[config.mk]
export PLATFORM = sky130hd
export DESIGN_NAME = multi_alarm_m
export DESIGN_NICKNAME = d
export VERILOG_FILES = /design/src/rtl/clock_pkg.sv /design/src/rtl/alarm_channel_m.sv /design/src/rtl/multi_alarm_m.sv
export SDC_FILE = /design/constraint.sdc
export NUM_CORES = 1
export LEC_CHECK = 0
export CAP_MARGIN = 25
export CORE_ASPECT_RATIO = 0.8
export CORE_UTILIZATION = 57
export CTS_CLUSTER_SIZE = 10
export DETAILED_ROUTE_END_ITERATION = 8
export PLACE_DENSITY = 0.89
export SKIP_LAST_GASP = 1
export SLEW_MARGIN = 30
export SYNTH_ARGS = -nofsm -noshare
export SYNTH_HDL_FRONTEND = slang
export SYNTH_HIERARCHICAL = 1
export SYNTH_SLANG_ARGS = --single-unit
[constraint.sdc]
create_clock -name clock -period 3.5 [get_ports clock]
set_input_delay 0.525 -clock clock [delete_from_list [all_inputs] [get_ports clock]]
set_output_delay 0.525 -clock clock [all_outputs]
set_load 0.02 [all_outputs]
[src/rtl/clock_pkg.sv]
// Shared timekeeping types, time constants and the alarm channel state encoding
// used by multi_alarm_m and alarm_channel_m.
package clock_pkg;

    typedef logic [16:0] counter_t;
    typedef logic        flag_t;

    localparam int COUNTER_MAX_DEFAULT = 86399;
    localparam int SEC_PER_MIN         = 60;
    localparam int SEC_PER_HOUR        = 3600;
    localparam int SEC_PER_HALF_DAY    = 43200;

    typedef enum logic [1:0] {
        CH_DISABLED = 2'd0,
        CH_ARMED    = 2'd1,
        CH_RINGING  = 2'd2,
        CH_SNOOZED  = 2'd3
    } chan_state_e;

    // Seconds-of-day increment with wrap back to midnight after max.
    function automatic counter_t wrap_inc(input counter_t value, input counter_t max);
        return (value >= max) ? '0 : counter_t'(value + counter_t'(1));
    endfunction

endpackage

[src/rtl/alarm_channel_m.sv]
// One alarm channel: setpoint register plus arm/ring state machine. With
// MULTI_ALARM_SNOOZE_EN defined it also has the SNOOZED state and down-counter.
module alarm_channel_m
    import clock_pkg::*;
#(
    parameter int SNOOZE_SEC = 540
) (
    input  logic     clock,
    input  logic     reset_n,
    input  logic     wr_i,
    input  logic     wr_en_i,
    input  counter_t wr_time_i,
    input  logic     ack_i,
`ifdef MULTI_ALARM_SNOOZE_EN
    input  logic     snooze_i,
`endif
    input  logic     tick_i,
    input  counter_t next_count_i,
    output logic     ringing_o
);

    chan_state_e state_q, state_d;
    counter_t    setpoint_q, setpoint_d;
    logic        match;

    // Only the post-increment value of a real tick can match, so sets never ring.
    assign match = tick_i && (next_count_i == setpoint_q);

`ifdef MULTI_ALARM_SNOOZE_EN
    localparam int SNZ_W = $clog2(SNOOZE_SEC + 1);
    logic [SNZ_W-1:0] snz_q, snz_d;
`else
    localparam int snooze_sec_unused = SNOOZE_SEC;
`endif

    always_comb begin
        state_d    = state_q;
        setpoint_d = setpoint_q;
`ifdef MULTI_ALARM_SNOOZE_EN
        snz_d      = snz_q;
`endif
        if (wr_i) begin
            setpoint_d = wr_time_i;
            state_d    = wr_en_i ? CH_ARMED : CH_DISABLED;
`ifdef MULTI_ALARM_SNOOZE_EN
            snz_d      = '0;
`endif
        end else if (ack_i) begin
            if (state_q == CH_RINGING || state_q == CH_SNOOZED) begin
                state_d = CH_ARMED;
`ifdef MULTI_ALARM_SNOOZE_EN
                snz_d   = '0;
`endif
            end
`ifdef MULTI_ALARM_SNOOZE_EN
        end else if (snooze_i && state_q == CH_RINGING) begin
            state_d = CH_SNOOZED;
            snz_d   = SNZ_W'(SNOOZE_SEC);
`endif
        end else begin
            case (state_q)
                CH_ARMED: begin
                    if (match) begin
                        state_d = CH_RINGING;
                    end
                end
`ifdef MULTI_ALARM_SNOOZE_EN
                // Expiry happens on the tick that brings the count to zero.
                CH_SNOOZED: begin
                    if (tick_i) begin
                        if (snz_q <= SNZ_W'(1)) begin
                            snz_d   = '0;
                            state_d = CH_RINGING;
                        end else begin
                            snz_d = snz_q - SNZ_W'(1);
                        end
                    end
                end
`endif
                default: begin
                end
            endcase
        end
    end

    always_ff @(posedge clock or negedge reset_n) begin
        if (!reset_n) begin
            state_q    <= CH_DISABLED;
            setpoint_q <= '0;
        end else begin
            state_q    <= state_d;
            setpoint_q <= setpoint_d;
        end
    end

`ifdef MULTI_ALARM_SNOOZE_EN
    always_ff @(posedge clock or negedge reset_n) begin
        if (!reset_n) begin
            snz_q <= '0;
        end else begin
            snz_q <= snz_d;
        end
    end
`endif

    assign ringing_o = (state_q == CH_RINGING);

endmodule

[src/rtl/multi_alarm_m.sv]
// Seconds-of-day timekeeper with N_ALARMS programmable alarm channels.
// Define MULTI_ALARM_SNOOZE_EN to enable per-channel snooze.
module multi_alarm_m
    import clock_pkg::*;
#(
    parameter int TICKS_PER_SEC = 50_000_000,
    parameter int COUNTER_MAX   = COUNTER_MAX_DEFAULT,
    parameter int N_ALARMS      = 4,
    parameter int SNOOZE_SEC    = 540
) (
    input  logic                                           clock,
    input  logic                                           reset_n,
    input  logic                                           set_flag,
    input  counter_t                                       set_time,
    input  logic                                           alarm_wr,
    input  logic [$clog2(N_ALARMS > 1 ? N_ALARMS : 2)-1:0] alarm_idx,
    input  counter_t                                       alarm_time,
    input  logic                                           alarm_en,
    input  logic [N_ALARMS-1:0]                            ack,
    input  logic [N_ALARMS-1:0]                            snooze,
    output counter_t                                       counter_state,
    output flag_t                                          sec_pulse,
    output logic [N_ALARMS-1:0]                            alarm_state,
    output flag_t                                          alarm_any
);

    localparam int       IDX_W    = $clog2(N_ALARMS > 1 ? N_ALARMS : 2);
    localparam int       PRE_W    = $clog2(TICKS_PER_SEC > 1 ? TICKS_PER_SEC : 2);
    localparam logic [PRE_W-1:0] PRE_LAST = PRE_W'(TICKS_PER_SEC - 1);
    localparam counter_t CNT_MAX  = counter_t'(COUNTER_MAX);

    logic [PRE_W-1:0] prescale_q, prescale_d;
    counter_t         counter_q, counter_d;
    flag_t            sec_pulse_q;
    flag_t            tick;

    assign tick = !set_flag && (prescale_q == PRE_LAST);

    // A set holds the prescaler at zero so the first tick lands a full second after release.
    always_comb begin
        prescale_d = prescale_q + PRE_W'(1);
        counter_d  = counter_q;
        if (set_flag) begin
            prescale_d = '0;
            if (set_time <= CNT_MAX) begin
                counter_d = set_time;
            end
        end else if (tick) begin
            prescale_d = '0;
            counter_d  = wrap_inc(counter_q, CNT_MAX);
        end
    end

    always_ff @(posedge clock or negedge reset_n) begin
        if (!reset_n) begin
            prescale_q  <= '0;
            counter_q   <= '0;
            sec_pulse_q <= 1'b0;
        end else begin
            prescale_q  <= prescale_d;
            counter_q   <= counter_d;
            sec_pulse_q <= tick;
        end
    end

    assign counter_state = counter_q;
    assign sec_pulse     = sec_pulse_q;

`ifndef MULTI_ALARM_SNOOZE_EN
    logic [N_ALARMS-1:0] snooze_unused;
    assign snooze_unused = snooze;
`endif

    // Indices at or above N_ALARMS select no channel, so such writes vanish.
    for (genvar g = 0; g < N_ALARMS; g++) begin : g_chan
        logic wr_sel;
        assign wr_sel = alarm_wr && (alarm_idx == IDX_W'(g));

        alarm_channel_m #(
            .SNOOZE_SEC (SNOOZE_SEC)
        ) u_chan (
            .clock        (clock),
            .reset_n      (reset_n),
            .wr_i         (wr_sel),
            .wr_en_i      (alarm_en),
            .wr_time_i    (alarm_time),
            .ack_i        (ack[g]),
`ifdef MULTI_ALARM_SNOOZE_EN
            .snooze_i     (snooze[g]),
`endif
            .tick_i       (tick),
            .next_count_i (counter_d),
            .ringing_o    (alarm_state[g])
        );
    end

    assign alarm_any = |alarm_state;

endmodule

# ---- Yosys cells after proc, flatten, opt, wreduce, memory -nomap -nowiden
# Cells that the tools add are included.
dict set report classes {
  add_sub_neg 2
  eq_ne 24
  magnitude_cmp 2
  muxes 27
  n_reduce_logical 28
}
# cell n
set ops {}
lappend ops {{$eq A17 B17 Y1} 4}
lappend ops {{$mux W17} 4}
lappend ops {{$mux W26} 2}
lappend ops {{$mux W2} 20}
lappend ops {{$add A26 B1 Y26 const B} 1}
lappend ops {{$eq A26 B26 Y1 const B} 1}
lappend ops {{$reduce_bool A3 Y1} 8}
lappend ops {{$eq A2 B2 Y1 const B} 10}
lappend ops {{$add A17 B1 Y17 const B} 1}
lappend ops {{$ge A17 B17 Y1 const B} 1}
lappend ops {{$le A17 B17 Y1 const B} 1}
lappend ops {{$ne A3 B1 Y1 const B} 4}
lappend ops {{$reduce_and A3 Y1} 4}
lappend ops {{$eq A2 B1 Y1 const B} 5}
lappend ops {{$logic_and A1 B1 Y1} 9}
lappend ops {{$logic_or A1 B1 Y1} 4}
lappend ops {{$reduce_or A4 Y1} 1}
lappend ops {{$logic_not A2 Y1} 1}
lappend ops {{$logic_not A1 Y1} 1}
lappend ops {{$mux W1} 1}
dict set report word_totals {
  input_bits 49
  elab_cells 94
  output_inout_bits 23
  regBits 120
}

# ---- Depth between registers and ports, before layout
# Gate-level depths: netlist of the first run.
dict set report logic_depth {
  ltp_word 10
  mapped_depth 14
  ltp_nobuf 13
}

# ---- By module
# The synthesis of the first run kept the hierarchy.
# mod area_per_inst_um2 cells_each instances
set by_module_without_submodules {}
lappend by_module_without_submodules {alarm_channel_m 937.1 74 4}
lappend by_module_without_submodules {multi_alarm_m 2519.9 286 1}

# ---- Worst setup path before layout of the first run
# Ideal clock, no wire load.
dict set report synth_timing {
  kind {register to register}
  startpoint {register counter_q[8], in the netlist counter_state[8]}
  endpoint {register g_chan[0].u_chan.state_q[0]}
  required_time_ps 3381
  path_stages_with_launch 12
  setup_slack_ps 445
  arrival_ps 2936
  period_less_slack_ps 3055
  path_cell_list {dfrtp_1 a2111oi_2 o211ai_1 o22a_2 and2_4 buf_6 o311ai_1 xnor2_1 nand4_1 nor4_2 nand4_1 o21a_1}
}
dict set report synth_between {
  elab_chain_len 8
}
# element line_no
set synth_rtl {}
lappend synth_rtl {{from (decl)} multi_alarm_m.sv:33} ;# counter_t counter_q, counter_d;
lappend synth_rtl {{from (signal assigned)} multi_alarm_m.sv:61} ;# counter_q <= counter_d;
lappend synth_rtl {{$ge A17 B17 Y1} clock_pkg.sv:22} ;# return (value >= max) ? '0 : counter_t'(value + counter_t'(1));
lappend synth_rtl {{$mux W17} clock_pkg.sv:22}
lappend synth_rtl {{$mux W17} multi_alarm_m.sv:48} ;# end else if (tick) begin
lappend synth_rtl {{$mux W17} multi_alarm_m.sv:43} ;# if (set_flag) begin
lappend synth_rtl {{net counter_d[7]} multi_alarm_m.sv:33}
lappend synth_rtl {{$eq A17 B17 Y1} alarm_channel_m.sv:27} ;# assign match = tick_i && (next_count_i == setpoint_q);
lappend synth_rtl {{$logic_and A1 B1 Y1} alarm_channel_m.sv:27}
lappend synth_rtl {{$reduce_bool A3 Y1 (no source line)} n/a}
lappend synth_rtl {{$reduce_and A3 Y1 (no source line)} n/a}
lappend synth_rtl {{to (signal assigned)} alarm_channel_m.sv:91} ;# state_q <= state_d;
lappend synth_rtl {{to (decl)} alarm_channel_m.sv:22} ;# chan_state_e state_q, state_d;
# The timed path passes the listed nets, and every way through them passes these cells.
# A chain may end at the register's enable or synchronous reset.

# ---- Worst setup path in the final report of the first run
dict set report layout_timing {
  startpoint {register prescale_q[0]}
  endpoint {register g_chan[1].u_chan.state_q[0]}
}
dict set report layout_between {
  elab_chain_len 8
}
# element line_no
set layout_rtl {}
lappend layout_rtl {{from (decl)} multi_alarm_m.sv:32} ;# logic [PRE_W-1:0] prescale_q, prescale_d;
lappend layout_rtl {{from (signal assigned)} multi_alarm_m.sv:60} ;# prescale_q <= prescale_d;
lappend layout_rtl {{$eq A26 B26 Y1} multi_alarm_m.sv:37} ;# assign tick = !set_flag && (prescale_q == PRE_LAST);
lappend layout_rtl {{$logic_and A1 B1 Y1} multi_alarm_m.sv:37}
lappend layout_rtl {{$mux W17} multi_alarm_m.sv:48}
lappend layout_rtl {{$mux W17} multi_alarm_m.sv:43}
lappend layout_rtl {{net counter_d[13]} multi_alarm_m.sv:33}
lappend layout_rtl {{$eq A17 B17 Y1} alarm_channel_m.sv:27}
lappend layout_rtl {{$logic_and A1 B1 Y1} alarm_channel_m.sv:27}
lappend layout_rtl {{$reduce_bool A3 Y1 (no source line)} n/a}
lappend layout_rtl {{$reduce_and A3 Y1 (no source line)} n/a}
lappend layout_rtl {{to (signal assigned)} alarm_channel_m.sv:91}
lappend layout_rtl {{to (decl)} alarm_channel_m.sv:22}
# The timed path passes the listed nets, and every way through them passes these cells.

==> results of run 1 <==
==> state kept, by name (all words and copies together), names as in the netlist <==
name / flops
counter_state: 17
g_chan.u_chan/setpoint_q: 68
sec_pulse: 1
prescale_q: 26
g_chan.u_chan/state_q: 8
==> critical path, cell delays in order (launching register included) <==
cell     delay [ns]
dfrtp_1        0.42
ha_1           0.29
nand2_1        0.20
nor4_4         0.27
a21o_1         0.21
nand2_1        0.17
a32o_1         0.29
a21o_1         0.27
xnor2_1        0.24
nand4_1        0.18
nor4_2         0.25
nand4_1        0.22
o21a_1         0.23
==> power breakdown <==
group          total (mW)  switching (mW)  internal, mW
Clock                1.59           0.584          1.00
Combinational        1.18           0.618         0.562
Sequential           1.80           0.201          1.60
Total                4.56            1.40          3.16
==> per-stage QoR <==
stage | utilization [%] | hold WS (ns) | instances | setup slack (ns)
floorplan | - | 0.229 | 582 | 0.445
global placement | 69.7 | 0.499 | 810 | -0.0966
detailed placement | 69.7 | 0.517 | 810 | -0.211
CTS | 74.7 | 0.147 | 837 | 0.0224
global route | 75.1 | 0.180 | 837 | 0.0204
finish | 75.1 | 0.120 | 837 | 0.145
==> Yosys cell counts, types with 5 or more instances <==
cell type	count	area share, %
a222oi_1	5	0.80
nor4_2	13	2.6
o21ai_1	7	0.56
clkbuf_1	5	0.30
dfrtp_1	120	48
a21oi_1	14	1.1
nand4_1	18	1.8
nand3_1	25	2.0
nand2b_1	5	0.50
a31oi_1	6	0.60
and3_1	8	0.80
xor2_1	49	6.8
mux2_2	60	11
o21ai_0	17	1.4
buf_2	6	0.48
nor2_1	37	2.2
nor3_1	9	0.72
inv_1	18	1.1
nor4_1	5	0.50
nand2_1	55	3.3
xnor2_1	33	4.6
==> routing by layer <==
layer	vias to the layer above	track usage, %	wire (um)
li1	2282	-	-
met2	242	48.2	7630
met1	2515	38.0	6830
met5	-	0	0
met4	0	12.8	467
met3	47	6.93	1070
==> cell usage in the layout (no fill, tap or decap), types with 3 or more instances in the layout <==
cell	netlist	layout
dfrtp_1	120	120
clkdlybuf4s50_1	0	66
mux2_2	60	60
nand2_1	55	55
xor2_1	49	49
buf_4	0	37
nor2_1	37	36
xnor2_1	33	33
nand3_1	25	23
nand4_1	18	18
inv_1	18	18
clkbuf_16	0	17
o21ai_0	17	16
nor4_2	13	14
a21oi_1	14	14
nor3_1	9	8
o21ai_1	7	8
and3_1	8	6
a31oi_1	6	6
nand2b_1	5	5
nor2_2	4	5
a222oi_1	5	5
nor4_1	5	4
o211ai_1	4	4
or4_1	4	4
clkinv_2	0	4
nor2b_1	4	4
o221ai_1	4	4
o21a_1	4	4
nor4b_1	3	3
and2_1	3	3
o22ai_1	3	3
o311ai_1	4	3
clkbuf_8	4	3
==> final cells by class <==
cell class / instances / area, um^2 / share of cell area [%]
multi-input cells: 426 / 3120 / 39.6
flip-flops and latches: 120 / 3000 / 38.1
repair buffers: 105 / 978 / 12.4
clock buffers: 22 / 474 / 6.02
well taps: 140 / 175 / 2.23
inverters: 19 / 71.3 / 0.906
clock inverters: 5 / 50.0 / 0.636
==> how the worst max path moves through the flow <==
stage,from,end,slack [ns],depth (start not counted)
3_5_place_dp,set_flag,g_chan[0].u_chan/state_q[0],-0.21,14
5_1_grt,prescale_q[0],g_chan[0].u_chan/state_q[0],0.02,13
4_1_cts,prescale_q[0],g_chan[0].u_chan/state_q[0],0.02,12
6_report,prescale_q[0],g_chan[1].u_chan/state_q[0],0.14,12
2_1_floorplan,counter_state[8],g_chan[0].u_chan/state_q[0],0.44,11
3_3_place_gp,set_flag,g_chan[0].u_chan/state_q[0],-0.1,11
==> kinds of logic after synthesis <==
kind of cell	Yosys count	synth area share, %
AO/OA/AOI/OAI	74	7.72
XOR/XNOR	82	11.5
adder cells (fa/ha/maj)	2	0.399
buffers and inverters	36	3.03
flip-flops	120	47.9
multiplexers	62	11.1
AND/OR/NAND/NOR	206	18.4
==> flow_metrics.py, run 1 <==
metrics = {
    "layout": {
        "n_antenna_cell": 0,
        "design_area_um2": 7870,
        "area_growth_syn_to_layout_pct": 25.6,
        "drive_gt1_share_pct": 22.8,
        "finalNetCount": 740,
        "fillers": 689,
    },
    "pwr": {
        "ir_drop_uv": 348,
        "total_power_mw": 4.56,
        "power_leakage_nw": 3.27,
        "powerDensity_nw_per_um2": 580,
    },
    "worst_hold_path": {
        "hold_class": "input port to async pin",
    },
    "clock_tree": {
        "cts_resized": 0,
        "cts_tree": "built",
        "clockRootBuffer": "clkbuf_16",
        "post_cts_buffers": 0,
        "h-tree-depth": 4,
        "max-clock-path-buffers": 2,
        "holdBufCountCts": 0,
        "cts_sinks": 120,
        "numCtsBuffers": 17,
        "clk_pin_slew_ns": 0.05,
        "clkLatencyLatePin_ns": 0.42,
    },
    "detailed_routing": {
        "viasPerCell": 6.08,
        "first_pass_iters": 6,
        "drc": 0,
        "routedWlPerCell_um": 19.1,
        "via_count": 5086,
        "drtIter0Drc": 569,
        "antenna_left": 0,
        "drt_wl_total_um": 16000,
    },
    "critical_path": {
        "cp.arrival_ns": 3.66,
        "regToRegSetupSlack_ns": 0.14,
        "worstReg2RegEnd": "g_chan[1].u_chan/state_q[0]",
        "ff2ff_path_depth": 12,
        "critPathKind": "flip-flop to flip-flop",
        "r2r-start": "prescale_q[0]",
        "startpoint_type": "flip-flop",
        "critical_path_required_ns": 3.81,
        "worstPathMaxFanout": 5,
        "endpoint_kind": "flip-flop",
    },
    "sta": {
        "relSlewSlack_pct": 58.5,
        "max_freq_mhz": 298,
        "skew_ns": 0.0101,
        "setup_viol": 0,
        "fin_crit_sh_pct": 95.9,
        "drv_slew": 0,
        "hold_viol_final": 0,
        "min_period_ns": 3.36,
        "finalSetupTns_ns": 0,
        "tightest_slew_ns": 0.623,
        "rsz0062_at_grt": "no",
    },
    "logic_synthesis": {
        "synth-edff-count": 0,
        "syn-num-nets": 633,
        "synth_top_flop_cell": "dfrtp_1",
        "seq_area_frac_synth_pct": 47.9,
        "syn_inst": 582,
        "yosys_warnings": 6,
        "netlist_area_um2": 6270,
        "synthArstFlopShare_pct": 100,
        "ys_ff_latch": 120,
        "avgSynthCellArea_um2": 10.8,
        "synth.distinct_cells": 54,
    },
    "floorplan": {
        "std_cell_rows": 33,
        "coreArea_um2": 10500,
        "initial_core_util_pct": 59.8,
        "dieHeight_um": 95.8,
        "die-area_um2": 11400,
        "ioPinCount": 72,
        "die_w_um": 119,
    },
    "job": {
        "cap_violations": 0,
    },
    "placement": {
        "place.gp.congestion": 0.954,
        "hpwl_um": 11200,
        "io_buffers": 67,
        "dpl-instance-area_um2": 7310,
    },
    "status": {
        "status": "completed",
    },
    "global_route": {
        "grt_pass1_wl_um": 25300,
        "grt_pass1_vias": 5083,
        "antenna_found_initial": 0,
        "grt_max_degree": 75,
        "overflow": 0,
        "grt.total_usage_pct": 29.5,
    },
}
(Power assumes the default switching activity.)
==> inputs of run 2 (changes only) <==
--- a/config.mk
+++ b/config.mk
@@ -7,10 +7,12 @@
 export LEC_CHECK = 0
 export CAP_MARGIN = 25
 export CORE_ASPECT_RATIO = 0.8
-export CORE_UTILIZATION = 57
+export CORE_UTILIZATION = 58
+export CTS_BUF_LIST = sky130_fd_sc_hd__clkbuf_2 sky130_fd_sc_hd__clkbuf_4 sky130_fd_sc_hd__clkbuf_8
+export CTS_CLUSTER_DIAMETER = 200
 export CTS_CLUSTER_SIZE = 10
 export DETAILED_ROUTE_END_ITERATION = 8
-export PLACE_DENSITY = 0.89
+export PLACE_DENSITY = 0.9
 export SKIP_LAST_GASP = 1
 export SLEW_MARGIN = 30
 export SYNTH_ARGS = -nofsm -noshare
==> run 2 against run 1 <==
Die area shrank 1.7%; clock power shrank 19%; critical path depth grew 1; fmax shrank 1.6%; total power shrank 6.2%; largest cell class unchanged; non-clock buffer count grew 4; combinational power is essentially flat; design area shrank 1.5%; hold slack gained 0.017 ns; setup slack lost 0.055 ns; clock skew grew 0.0027 ns.
==> flow_metrics.py, run 2 (synthesis gave the netlist of run 1 again) <==
metrics = {
    "floorplan": {
        "ioPinCount": 72,
        "std_cell_rows": 33,
        "die_w_um": 118,
        "initial_core_util_pct": 60.5,
        "coreArea_um2": 10400,
        "die-area_um2": 11200,
        "dieHeight_um": 95.0,
    },
    "detailed_routing": {
        "antenna_left": 0,
        "drt_wl_total_um": 15900,
        "routedWlPerCell_um": 18.7,
        "via_count": 5050,
        "drc": 0,
        "drtIter0Drc": 503,
        "first_pass_iters": 5,
        "viasPerCell": 5.97,
    },
    "placement": {
        "place_inst": 814,
        "io_buffers": 67,
        "place.gp.congestion": 0.944,
        "hpwl_um": 11400,
    },
    "clock_tree": {
        "clockRootBuffer": "clkbuf_8",
        "cts_tree": "built",
        "max-clock-path-buffers": 2,
        "post_cts_buffers": 0,
        "h-tree-depth": 4,
        "clkLatencyLatePin_ns": 0.44,
        "clk_pin_slew_ns": 0.08,
        "holdBufCountCts": 0,
        "numCtsBuffers": 17,
        "cts_resized": 0,
        "cts_sinks": 120,
    },
    "critical_path": {
        "ff2ff_path_depth": 13,
        "worstPathMaxFanout": 6,
        "crit_end": "g_chan[0].u_chan/state_q[0]",
        "critPathKind": "flip-flop to flip-flop",
        "startpoint": "prescale_q[0]",
        "regToRegSetupSlack_ns": 0.09,
        "critical_path_required_ns": 3.83,
        "cp.arrival_ns": 3.74,
        "worstReg2RegEnd": "g_chan[0].u_chan/state_q[0]",
        "startpoint_type": "flip-flop",
        "r2r-start": "prescale_q[0]",
        "endpoint_kind": "flip-flop",
    },
    "sta": {
        "hold_viol_final": 0,
        "min_period_ns": 3.41,
        "tightest_slew_ns": 0.767,
        "whs_ns": 0.137,
        "relSlewSlack_pct": 48.9,
        "drv_slew": 0,
        "setup_viol": 0,
        "skew_ns": 0.0128,
        "rsz0062_at_grt": "yes",
        "max_freq_mhz": 293,
        "fin_crit_sh_pct": 97.4,
    },
    "worst_hold_path": {
        "hold_class": "input port to async pin",
    },
    "global_route": {
        "overflow": 0,
        "use_met2_pct": 49.3,
        "use_met3_pct": 6.82,
        "antenna_found_initial": 0,
        "grt_pass1_vias": 4979,
        "grt_max_degree": 60,
        "use_met1_pct": 38.3,
        "grt.total_usage_pct": 29.8,
        "grt-busiest-layer": "met2",
        "grt_pass1_wl_um": 25100,
    },
    "layout": {
        "area_growth_syn_to_layout_pct": 23.7,
        "n_antenna_cell": 0,
        "instances_no_fill": 846,
        "largest_reg_flops": 68,
        "final_cell_mix": "120 x dfrtp_1, 66 x clkdlybuf4s50_1, 60 x mux2_2",
        "finalNetCount": 744,
        "layout_commonest_cell": "dfrtp_1",
        "top_register": "g_chan.u_chan/setpoint_q",
        "drive_gt1_share_pct": 23.7,
    },
    "status": {
        "status": "completed",
    },
    "pwr": {
        "powerDensity_nw_per_um2": 552,
        "power_leakage_nw": 3.22,
        "ir_drop_uv": 348,
    },
    "job": {
        "cap_violations": 0,
    },
}
## run 2: through the flow
stage / area (um^2) / worst slack, ns / util [%] / setup TNS, ns / power [mW]
after global routing: 7760 / -0.0421 / 74.8 / -0.126 / 4.47
after global placement: 7320 / -0.151 / 70.6 / -0.450 / 2.92
final: 7760 / 0.0898 / 74.8 / 0 / 4.28
after detailed placement: 7320 / -0.306 / 70.6 / -1.25 / 2.98
after floorplan: 6270 / 0.445 / - / 0 / 2.48
after CTS: 7730 / 0.00777 / 74.6 / 0 / 4.28
## run 2: final cells by class
cell class                      instances  area (um^2)
Clock buffer                           20          263
Clock inverter                         12          151
Fill cell                             684         2610
Inverter                               19         71.3
Multi-Input combinational cell        426         3110
Sequential cell                       120         3000
Tap cell                              140          175
Timing Repair Buffer                  109          983
## run 2: worst min-delay path by stage
stage / startpoint / endpoint / slack (ns) / depth (start not counted)
after detailed placement: prescale_q[0] / prescale_q[0] / 0.50 / 1
after floorplan: reset_n / counter_state[0] / 0.23 / 0
after global routing: reset_n / g_chan[0].u_chan/setpoint_q[16] / 0.18 / 1
after CTS: reset_n / g_chan[1].u_chan/setpoint_q[16] / 0.16 / 1
after global placement: g_chan[2].u_chan/state_q[1] / g_chan[2].u_chan/state_q[1] / 0.50 / 2
final: reset_n / g_chan[1].u_chan/setpoint_q[16] / 0.14 / 1
## run 2: critical path, cell delays in order (launching register included)
cell     delay (ns)
dfrtp_1        0.41
ha_1           0.27
nand2_1        0.16
nor4_4         0.30
nand2_2        0.18
nor4_2         0.36
buf_4          0.17
xnor2_1        0.11
o22ai_1        0.09
buf_4          0.17
xor2_1         0.15
nor4_2         0.48
nand4_1        0.23
o21a_1         0.22
## run 2: report_power, final
part           switching [mW]  internal [mW]
Sequential              0.190           1.59
Combinational           0.644          0.569
Clock                   0.550          0.736
## run 2: layer usage
layer / part of all wire [%] / vias to the layer above
li1: - / 2302
met1: 43 / 2485
met2: 48 / 232
met3: 7.4 / 31
met4: 2.0 / 0
met5: 0 / -
